**src/rtl/fp32_arith_unit.sv**
```systemverilog
// Binary32 add/multiply unit with stb/ack handshakes, fixed latency, RNE rounding, FTZ.
// Build option: define FP_MUL_EN to compile in the multiply path (otherwise add-only).
module fp32_arith_unit (
  input  logic        clk,
  input  logic        rst_n,
  input  logic        op_mul,
  input  logic [31:0] input_a,
  input  logic        input_a_stb,
  output logic        input_a_ack,
  input  logic [31:0] input_b,
  input  logic        input_b_stb,
  output logic        input_b_ack,
  output logic [31:0] output_z,
  output logic        output_z_stb,
  input  logic        output_z_ack
);

  typedef enum logic [3:0] {
    StGetA, StGetB, StUnpack, StSpecial, StOp, StNorm, StRound, StPack, StPutZ
  } state_e;

  localparam logic [31:0] QNaN = 32'h7FC0_0000;

  state_e             state_q;
  logic               a_ack_q, b_ack_q, z_stb_q;
  logic [31:0]        z_q, a_q, b_q;
  logic               sa_q, sb_q;
  logic signed [9:0]  ea_q, eb_q;
  logic [23:0]        ma_q, mb_q;
  logic               spec_q;
  logic [31:0]        spec_z_q;
  logic               sign_q;
  logic signed [9:0]  exp_q;
  logic [47:0]        mant_q;
  logic [23:0]        m24_q;
  logic               guard_q, round_q, sticky_q;

`ifdef FP_MUL_EN
  logic               op_q;
`else
  logic               unused_op_mul;
  assign unused_op_mul = op_mul;
`endif

  assign input_a_ack  = a_ack_q;
  assign input_b_ack  = b_ack_q;
  assign output_z     = z_q;
  assign output_z_stb = z_stb_q;

  // Operand classification straight from the captured words
  logic a_nan, b_nan, a_inf, b_inf, a_zero, b_zero;
  assign a_nan  = (&a_q[30:23]) & (|a_q[22:0]);
  assign b_nan  = (&b_q[30:23]) & (|b_q[22:0]);
  assign a_inf  = (&a_q[30:23]) & ~(|a_q[22:0]);
  assign b_inf  = (&b_q[30:23]) & ~(|b_q[22:0]);
  assign a_zero = ~(|a_q[30:23]);
  assign b_zero = ~(|b_q[30:23]);

  logic        spec_d;
  logic [31:0] spec_z_d;
  always_comb begin
    spec_d   = 1'b0;
    spec_z_d = 32'h0;
    if (a_nan || b_nan) begin
      spec_d   = 1'b1;
      spec_z_d = QNaN;
    end else
`ifdef FP_MUL_EN
    if (op_q) begin
      if ((a_inf && b_zero) || (b_inf && a_zero)) begin
        spec_d   = 1'b1;
        spec_z_d = QNaN;
      end else if (a_inf || b_inf) begin
        spec_d   = 1'b1;
        spec_z_d = {a_q[31] ^ b_q[31], 8'hFF, 23'h0};
      end else if (a_zero || b_zero) begin
        spec_d   = 1'b1;
        spec_z_d = {a_q[31] ^ b_q[31], 31'h0};
      end
    end else
`endif
    begin
      if (a_inf && b_inf && (a_q[31] != b_q[31])) begin
        spec_d   = 1'b1;
        spec_z_d = QNaN;
      end else if (a_inf) begin
        spec_d   = 1'b1;
        spec_z_d = a_q;
      end else if (b_inf) begin
        spec_d   = 1'b1;
        spec_z_d = b_q;
      end
    end
  end

  // Operation stage: result is mant_d * 2^(exp_d - 46) for both add and multiply
  logic              a_big, big_s, small_s;
  logic [23:0]       big_m, small_m;
  logic signed [9:0] big_e, small_e, exp_diff;
  logic [4:0]        shamt;
  logic [63:0]       align;
  logic [26:0]       small_al;
  logic [27:0]       add_sum;
  logic              sign_d;
  logic signed [9:0] exp_d;
  logic [47:0]       mant_d;
  always_comb begin
    a_big    = (ea_q > eb_q) || ((ea_q == eb_q) && (ma_q >= mb_q));
    big_m    = a_big ? ma_q : mb_q;
    small_m  = a_big ? mb_q : ma_q;
    big_e    = a_big ? ea_q : eb_q;
    small_e  = a_big ? eb_q : ea_q;
    big_s    = a_big ? sa_q : sb_q;
    small_s  = a_big ? sb_q : sa_q;
    exp_diff = big_e - small_e;
    shamt    = (exp_diff > 10'sd31) ? 5'd31 : exp_diff[4:0];
    align    = {small_m, 40'd0} >> shamt;
    // Everything shifted past the round bit collapses into the sticky LSB
    small_al = {align[63:38], align[37] | (|align[36:0])};
    if (big_s == small_s) add_sum = {1'b0, big_m, 3'b000} + {1'b0, small_al};
    else                  add_sum = {1'b0, big_m, 3'b000} - {1'b0, small_al};
    // Exact cancellation of opposite signs yields +0
    sign_d = ((add_sum == 28'd0) && (big_s != small_s)) ? 1'b0 : big_s;
    exp_d  = big_e;
    mant_d = {add_sum, 20'd0};
`ifdef FP_MUL_EN
    if (op_q) begin
      sign_d = sa_q ^ sb_q;
      exp_d  = ea_q + eb_q;
      mant_d = {24'd0, ma_q} * {24'd0, mb_q};
    end
`endif
  end

  logic [5:0]        lead;
  logic [47:0]       norm;
  logic signed [9:0] exp_n;
  always_comb begin
    lead = 6'd0;
    for (int i = 0; i < 48; i++) begin
      if (mant_q[i]) lead = 6'(i);
    end
    norm  = mant_q << (6'd47 - lead);
    exp_n = exp_q + $signed({4'b0000, lead}) - 10'sd46;
  end

  logic        inc;
  logic [24:0] rsum;
  assign inc  = guard_q & (round_q | sticky_q | m24_q[0]);
  assign rsum = {1'b0, m24_q} + {24'd0, inc};

  logic [7:0]  bexp;
  logic [31:0] pack_z;
  assign bexp = exp_q[7:0] + 8'd127;
  always_comb begin
    if (spec_q)                  pack_z = spec_z_q;
    else if (m24_q == 24'd0)     pack_z = {sign_q, 31'h0};
    else if (exp_q > 10'sd127)   pack_z = {sign_q, 8'hFF, 23'h0};
    else if (exp_q < -10'sd126)  pack_z = {sign_q, 31'h0};
    else                         pack_z = {sign_q, bexp, m24_q[22:0]};
  end

  always_ff @(posedge clk or negedge rst_n) begin
    if (!rst_n) begin
      state_q  <= StGetA;
      a_ack_q  <= 1'b0;
      b_ack_q  <= 1'b0;
      z_stb_q  <= 1'b0;
      z_q      <= 32'h0;
      a_q      <= 32'h0;
      b_q      <= 32'h0;
`ifdef FP_MUL_EN
      op_q     <= 1'b0;
`endif
      sa_q     <= 1'b0;
      sb_q     <= 1'b0;
      ea_q     <= 10'sd0;
      eb_q     <= 10'sd0;
      ma_q     <= 24'd0;
      mb_q     <= 24'd0;
      spec_q   <= 1'b0;
      spec_z_q <= 32'h0;
      sign_q   <= 1'b0;
      exp_q    <= 10'sd0;
      mant_q   <= 48'd0;
      m24_q    <= 24'd0;
      guard_q  <= 1'b0;
      round_q  <= 1'b0;
      sticky_q <= 1'b0;
    end else begin
      unique case (state_q)
        StGetA: begin
          a_ack_q <= 1'b1;
          if (a_ack_q && input_a_stb) begin
            a_q     <= input_a;
`ifdef FP_MUL_EN
            op_q    <= op_mul;
`endif
            a_ack_q <= 1'b0;
            state_q <= StGetB;
          end
        end
        StGetB: begin
          b_ack_q <= 1'b1;
          if (b_ack_q && input_b_stb) begin
            b_q     <= input_b;
            b_ack_q <= 1'b0;
            state_q <= StUnpack;
          end
        end
        StUnpack: begin
          // Denormals become signed zero with a below-normal exponent
          sa_q    <= a_q[31];
          sb_q    <= b_q[31];
          ea_q    <= a_zero ? -10'sd127 : $signed({2'b00, a_q[30:23]}) - 10'sd127;
          eb_q    <= b_zero ? -10'sd127 : $signed({2'b00, b_q[30:23]}) - 10'sd127;
          ma_q    <= a_zero ? 24'd0 : {1'b1, a_q[22:0]};
          mb_q    <= b_zero ? 24'd0 : {1'b1, b_q[22:0]};
          state_q <= StSpecial;
        end
        StSpecial: begin
          spec_q   <= spec_d;
          spec_z_q <= spec_z_d;
          state_q  <= StOp;
        end
        StOp: begin
          sign_q  <= sign_d;
          exp_q   <= exp_d;
          mant_q  <= mant_d;
          state_q <= StNorm;
        end
        StNorm: begin
          m24_q    <= norm[47:24];
          guard_q  <= norm[23];
          round_q  <= norm[22];
          sticky_q <= |norm[21:0];
          exp_q    <= exp_n;
          state_q  <= StRound;
        end
        StRound: begin
          if (rsum[24]) begin
            m24_q <= rsum[24:1];
            exp_q <= exp_q + 10'sd1;
          end else begin
            m24_q <= rsum[23:0];
          end
          state_q <= StPack;
        end
        StPack: begin
          z_q     <= pack_z;
          z_stb_q <= 1'b1;
          state_q <= StPutZ;
        end
        StPutZ: begin
          if (z_stb_q && output_z_ack) begin
            z_stb_q <= 1'b0;
            a_ack_q <= 1'b1;
            state_q <= StGetA;
          end
        end
        default: state_q <= StGetA;
      endcase
    end
  end

endmodule

```
**config.mk**
```make
export PLATFORM = sky130hd
export DESIGN_NAME = fp32_arith_unit
export DESIGN_NICKNAME = d
export VERILOG_FILES = /design/src/rtl/fp32_arith_unit.sv
export SDC_FILE = /design/constraint.sdc
export NUM_CORES = 1
export LEC_CHECK = 0
export ABC_AREA = 1
export CAP_MARGIN = 20
export CORE_MARGIN = 2
export CORE_UTILIZATION = 40
export CTS_CLUSTER_SIZE = 24
export DETAILED_ROUTE_END_ITERATION = 16
export PLACE_DENSITY = 0.61
export RECOVER_POWER = 25
export SLEW_MARGIN = 20
export SYNTH_ARGS = -nofsm -noshare
export SYNTH_HDL_FRONTEND = slang
export SYNTH_SLANG_ARGS = --single-unit
export TNS_END_PERCENT = 1
```
**constraint.sdc**
```tcl
create_clock -name clk -period 9.9 [get_ports clk]
set_clock_uncertainty 0.15 [all_clocks]
set_input_delay 2.97 -clock clk [delete_from_list [all_inputs] [get_ports clk]]
set_output_delay 2.97 -clock clk [all_outputs]
set_load 0.01 [all_outputs]
```
Word-level counts from Yosys, hierarchy flattened
Cells that the tools add are included.
{ "word_totals": {"elab_cells": 163, "in_bits": 70, "regBits": 272, "out_inout_bits": 35} }
{ "classes": {"eq_ne": 16, "muxes": 67, "bitwise_logic": 10, "reduce_logical": 30, "order_cmp": 5, "shifts": 2, "add_sub_neg": 11} }
{ "op_table": {"columns": ["operator", "n"], "rows": [
  ["$mux 6", 27],
  ["$mux 32", 5],
  ["$mux 24", 5],
  ["$mux 31", 3],
  ["$shr 64x5->64", 1],
  ["$mux 10", 5],
  ["$pmux 24 s2", 1],
  ["$shl 48x6->48", 1],
  ["$reduce_or 23->1", 2],
  ["$reduce_or 37->1", 1],
  ["$pmux 4 s9", 1],
  ["$pmux 10 s3", 1],
  ["$add 27x27->28", 1],
  ["$logic_not 28->1", 1],
  ["$mux 28", 1],
  ["$sub 27x27->28", 1],
  ["$add 24x1->25", 1],
  ["$ge 24x24->1", 1],
  ["$logic_not 24->1", 1],
  ["$reduce_or 22->1", 1],
  ["$sub 8x7->9 const B", 2],
  ["$eq 4x3->1 const B", 4],
  ["$reduce_and 8->1", 2],
  ["$reduce_or 8->1", 2],
  ["31 further kinds", 70]
]} }

Logic depth before layout (Yosys ltp)
{ "logic_depth": {"depth_word": 31, "ltp_mapped": 68} }

Worst setup path after synthesis
OpenSTA, ideal clock, no wires.
{ "synth_timing": {"path_kind": "register to register", "startpoint": "register ea_q[8]", "endpoint": "register sign_q", "slack_ns": 2.878, "path_buffers": 2, "synth_period_minus_slack_ns": 7.022, "t_arrival_ns": 6.756, "path_stages_with_launch": 64, "path_cell_list": "dfrtp_1 ha_1 nand2_1 inv_1 a21oi_1 nand4_1 nand3_4 nand2_4 buf_6 nand2_2 nand3_2 ha_1 inv_1 nand2_1 nand2_1 nand3_1 nand2_1 nand2_1 (+28 left out) nand2_1 nand2_1 nand2_1 nand3_1 nand2_1 a221oi_1 o32ai_1 nand2_1 xor2_1 nand2_1 nor2_1 nand3_1 nor2_1 nand3_1 nor2_1 nand3_1 nand2_1 nand2_1"} }
{ "synth_between": {"elab_chain_cells": 15} }
{ "synth_lines": {"columns": ["item", "line_no", "text"], "rows": [
  ["start, declared", "28", "logic signed [9:0] ea_q, eb_q;"],
  ["start signal, assigned", "215", "ea_q <= a_zero ? -10'sd127 : $signed({2'b00, a_q[30:23]}) - 10'sd127;"],
  ["branches (longest 14 deep; another with $sub 27x27->28)", null, null],
  ["$mux 1 (*)", "123", "sign_d = ((add_sum == 28'd0) && (big_s != small_s)) ? 1'b0 : big_s;"],
  ["end signal, assigned", "227", "sign_q <= sign_d;"],
  ["end, declared", "32", "logic sign_q;"]
]} }
Every way passes the cells marked *.
A chain may end at the register's enable or synchronous reset.

Worst setup path in the final report
{ "layout_timing": {"startpoint": "register eb_q[4]", "endpoint": "register sign_q"} }
{ "layout_between": {"elab_chain_cells": 15} }
{ "layout_lines": {"columns": ["item", "line_no", "text"], "rows": [
  ["start, declared", "28", null],
  ["start signal, assigned", "216", "eb_q <= b_zero ? -10'sd127 : $signed({2'b00, b_q[30:23]}) - 10'sd127;"],
  ["branches (longest 14 deep; another with $sub 27x27->28)", null, null],
  ["$mux 1 (*)", "123", null]
]} }
Marked as above.

==> impl_metrics.json <==
{
  "yosysWarnings": 0,
  "place_ws_ps": 811,
  "core_area_mm2": 0.0503,
  "syn_avg_cell_area_um2": 6.70,
  "fin_ws_ps": 1090,
  "worstSetupPathType": "reg -> reg",
  "viasPerCell": 5.23,
  "setup_tns_ps": 0,
  "layout_common_cells": "nand2_1 (770), inv_1 (438), o21ai_0 (341), dfrtp_1 (269), nand3_1 (236)",
  "start_kind": "flip-flop",
  "syn_to_final_growth_pct": 12.9,
  "cpMostUsedCell": "nand2_1",
  "synth-seq-area-share": 0.330,
  "ys_async_sr_fraction": 1.00,
  "ys_ff_latch": 270,
  "max_freq_ghz": 0.113,
  "violations": "capacitance limit, slew limit",
  "clockBufferDepth": 3,
  "ios": 105,
  "arrival_ps": 9150,
  "period_minus_slack_ps": 8810,
  "start_util": 0.407,
  "grt_pass1_vias": 18900,
  "syn_nets": 3232,
  "synth_area_mm2": 0.0204,
  "drv_cap": 3,
  "vias": 19800,
  "critPathCaptureType": "flip-flop",
  "drtIter0Drc": 1424,
  "clk_latency_ps": 610,
  "die-area_mm2": 0.0529,
  "tritoncts_num_sinks": 270,
  "fill_cells": 5222,
  "drc": 0,
  "hold_class": "reg -> reg",
  "synthFlopType": "dfrtp_1",
  "setup_viol": 0,
  "maxSlewHeadroom": -2.49,
  "numCtsBuffers": 31,
  "outcome": "finished, violations left",
  "syn_inst": 3050,
  "synth_cell_types": 62,
  "die_w_um": 230,
  "final-hold-violation-count": 0,
  "place_congestion": 0.919,
  "rows": 82,
  "path_delay_family": "simple AND/OR/NAND/NOR gates",
  "critPathBufInv": 7,
  "cp_data_required_time_ps": 10230,
  "grt-ovfl-total": 0,
  "cts_tree": "built",
  "port_buffers": 103,
  "tightest_slew_ps": 5230,
  "ant_nets": 0,
  "drt-total-wl_mm": 59.9,
  "mostFrequentLayoutCell": "nand2_1",
  "cts.clk_slew.worst_paths_ps": 60,
  "drive_above_1_share": 0.0388,
  "grt_usage": 0.224,
  "diodes": 0,
  "fin_crit_sh": 0.890,
  "cts_root_buf": "clkbuf_16",
  "crit_path_max_fanout": 29,
  "antenna_found_initial": 0,
  "cts_hold_buf": 0,
  "rsz0062_at_grt": "no",
  "synth_edf_count": 0,
  "cpPeakStageDelay_ps": 390,
  "crit_slowest_cell": "dfrtp_1",
  "drt-wirelength-per-cell_um": 15.8,
  "nNetsFinal": 3274,
  "dp_hpwl_mm": 46.5,
  "slew_viol_final": 206,
  "grt_first_pass_wirelength_mm": 97.8,
  "firstDrtPassIters": 5,
  "grt_max_degree": 99,
  "die_h_um": 230,
  "cts_max_level": 1
}
-- cell families (layout without fill, tap and decap cells) --
group                      after synthesis  count (layout)  share of synthesized area
adders and majority gates              112             112                     0.0693
muxes                                    7               7                    0.00355
xor gates and xnor gates                47              47                     0.0201
AOI/OAI and AO/OA                      647             647                      0.176
and+or+nand+nor                       1396            1396                      0.292
buffers and inverters                  571             637                      0.109
DFF                                    270             270                      0.330
-- sequential cells by signal, indices dropped and copies added, names as in the netlist, 10 cells and up --
name / cells
a_q: 32
b_q: 32
output_z: 32
spec_z_q: 32
mant_q: 28
m24_q: 24
ma_q: 24
mb_q: 24
exp_q: 10
-- metal layers --
metal / vias up / part of all wire / track usage
li1: 10100 / - / -
met1: 9226 / 0.49 / 0.321
met2: 415 / 0.46 / 0.367
met3: 59 / 0.036 / 0.0212
met4: 0 / 0.017 / 0.0478
met5: - / 0 / 0
-- through the flow --
stage	cell area, µm²	std cells	utilization	hold slack (ps)
after floorplan	20400	3050	-	294
after CTS	23100	3785	0.459	339
after global routing	23100	3788	0.459	352
after detailed placement	22000	3728	0.438	324
after global placement	22000	3727	0.437	311
final	23100	3788	0.459	334
-- worst reg2reg max path: cells and delay by family, from the launching register on --
family | cells | cell delay, ps
AO/OA/AOI/OAI | 8 | 1490
XOR/XNOR | 1 | 270
adder cells (fa/ha/maj) | 3 | 920
buffers and inverters | 7 | 830
flip-flops | 1 | 390
AND/OR/NAND/NOR | 44 | 4680
-- synthesized netlist by cell type (17+ instances only) --
library cell	n	area (µm²)
nor2_1	235	882
ha_1	110	1380
o211ai_1	18	135
a21oi_1	139	696
nand2_1	770	2890
clkbuf_1	95	357
nor4_1	17	106
dfrtp_1	270	6760
nor3_1	55	275
inv_1	437	1640
nand3_1	236	1180
o21ai_0	343	1720
nand4_1	47	294
xor2_1	43	377
o22ai_1	50	313
-- path summary, 6_finish.rpt --
kind	start	to	slack [ps]	cells after the start
setup / recovery	eb_q[4]$_DFFE_PN0P_	sign_q$_DFFE_PN0P_	1090	63
hold / removal	output_z[30]$_DFFE_PN0P_	output_z[30]$_DFFE_PN0P_	330	2
setup reg to reg	eb_q[4]$_DFFE_PN0P_	sign_q$_DFFE_PN0P_	1090	63
hold reg to reg	output_z[30]$_DFFE_PN0P_	output_z[30]$_DFFE_PN0P_	330	2
max in group asynchronous	rst_n	mb_q[4]$_DFFE_PN0P_	2470	2
min in group asynchronous	rst_n	mant_q[24]$_DFFE_PN0P_	4070	1
-- area by class of cell --
cell class                      instances  area [µm²]  share of cell area
Clock buffer                           45         908              0.0394
Sequential cell                       270        6760               0.293
Clock inverter                         12         170             0.00737
Timing Repair Buffer                  127        1210              0.0523
Multi-Input combinational cell       2209       11500               0.498
Inverter                              453        1700              0.0738
Tap cell                              672         841              0.0364
-- repair_timing --
action                                  CTS  global route
endpoints found under the setup margin    0             1
setup buffers                             0             2
resized for setup                         0             1
Power is left out: the tool's default activity adds up to more than one toggle a clock period on the data nets, which glitch-free logic cannot reach.
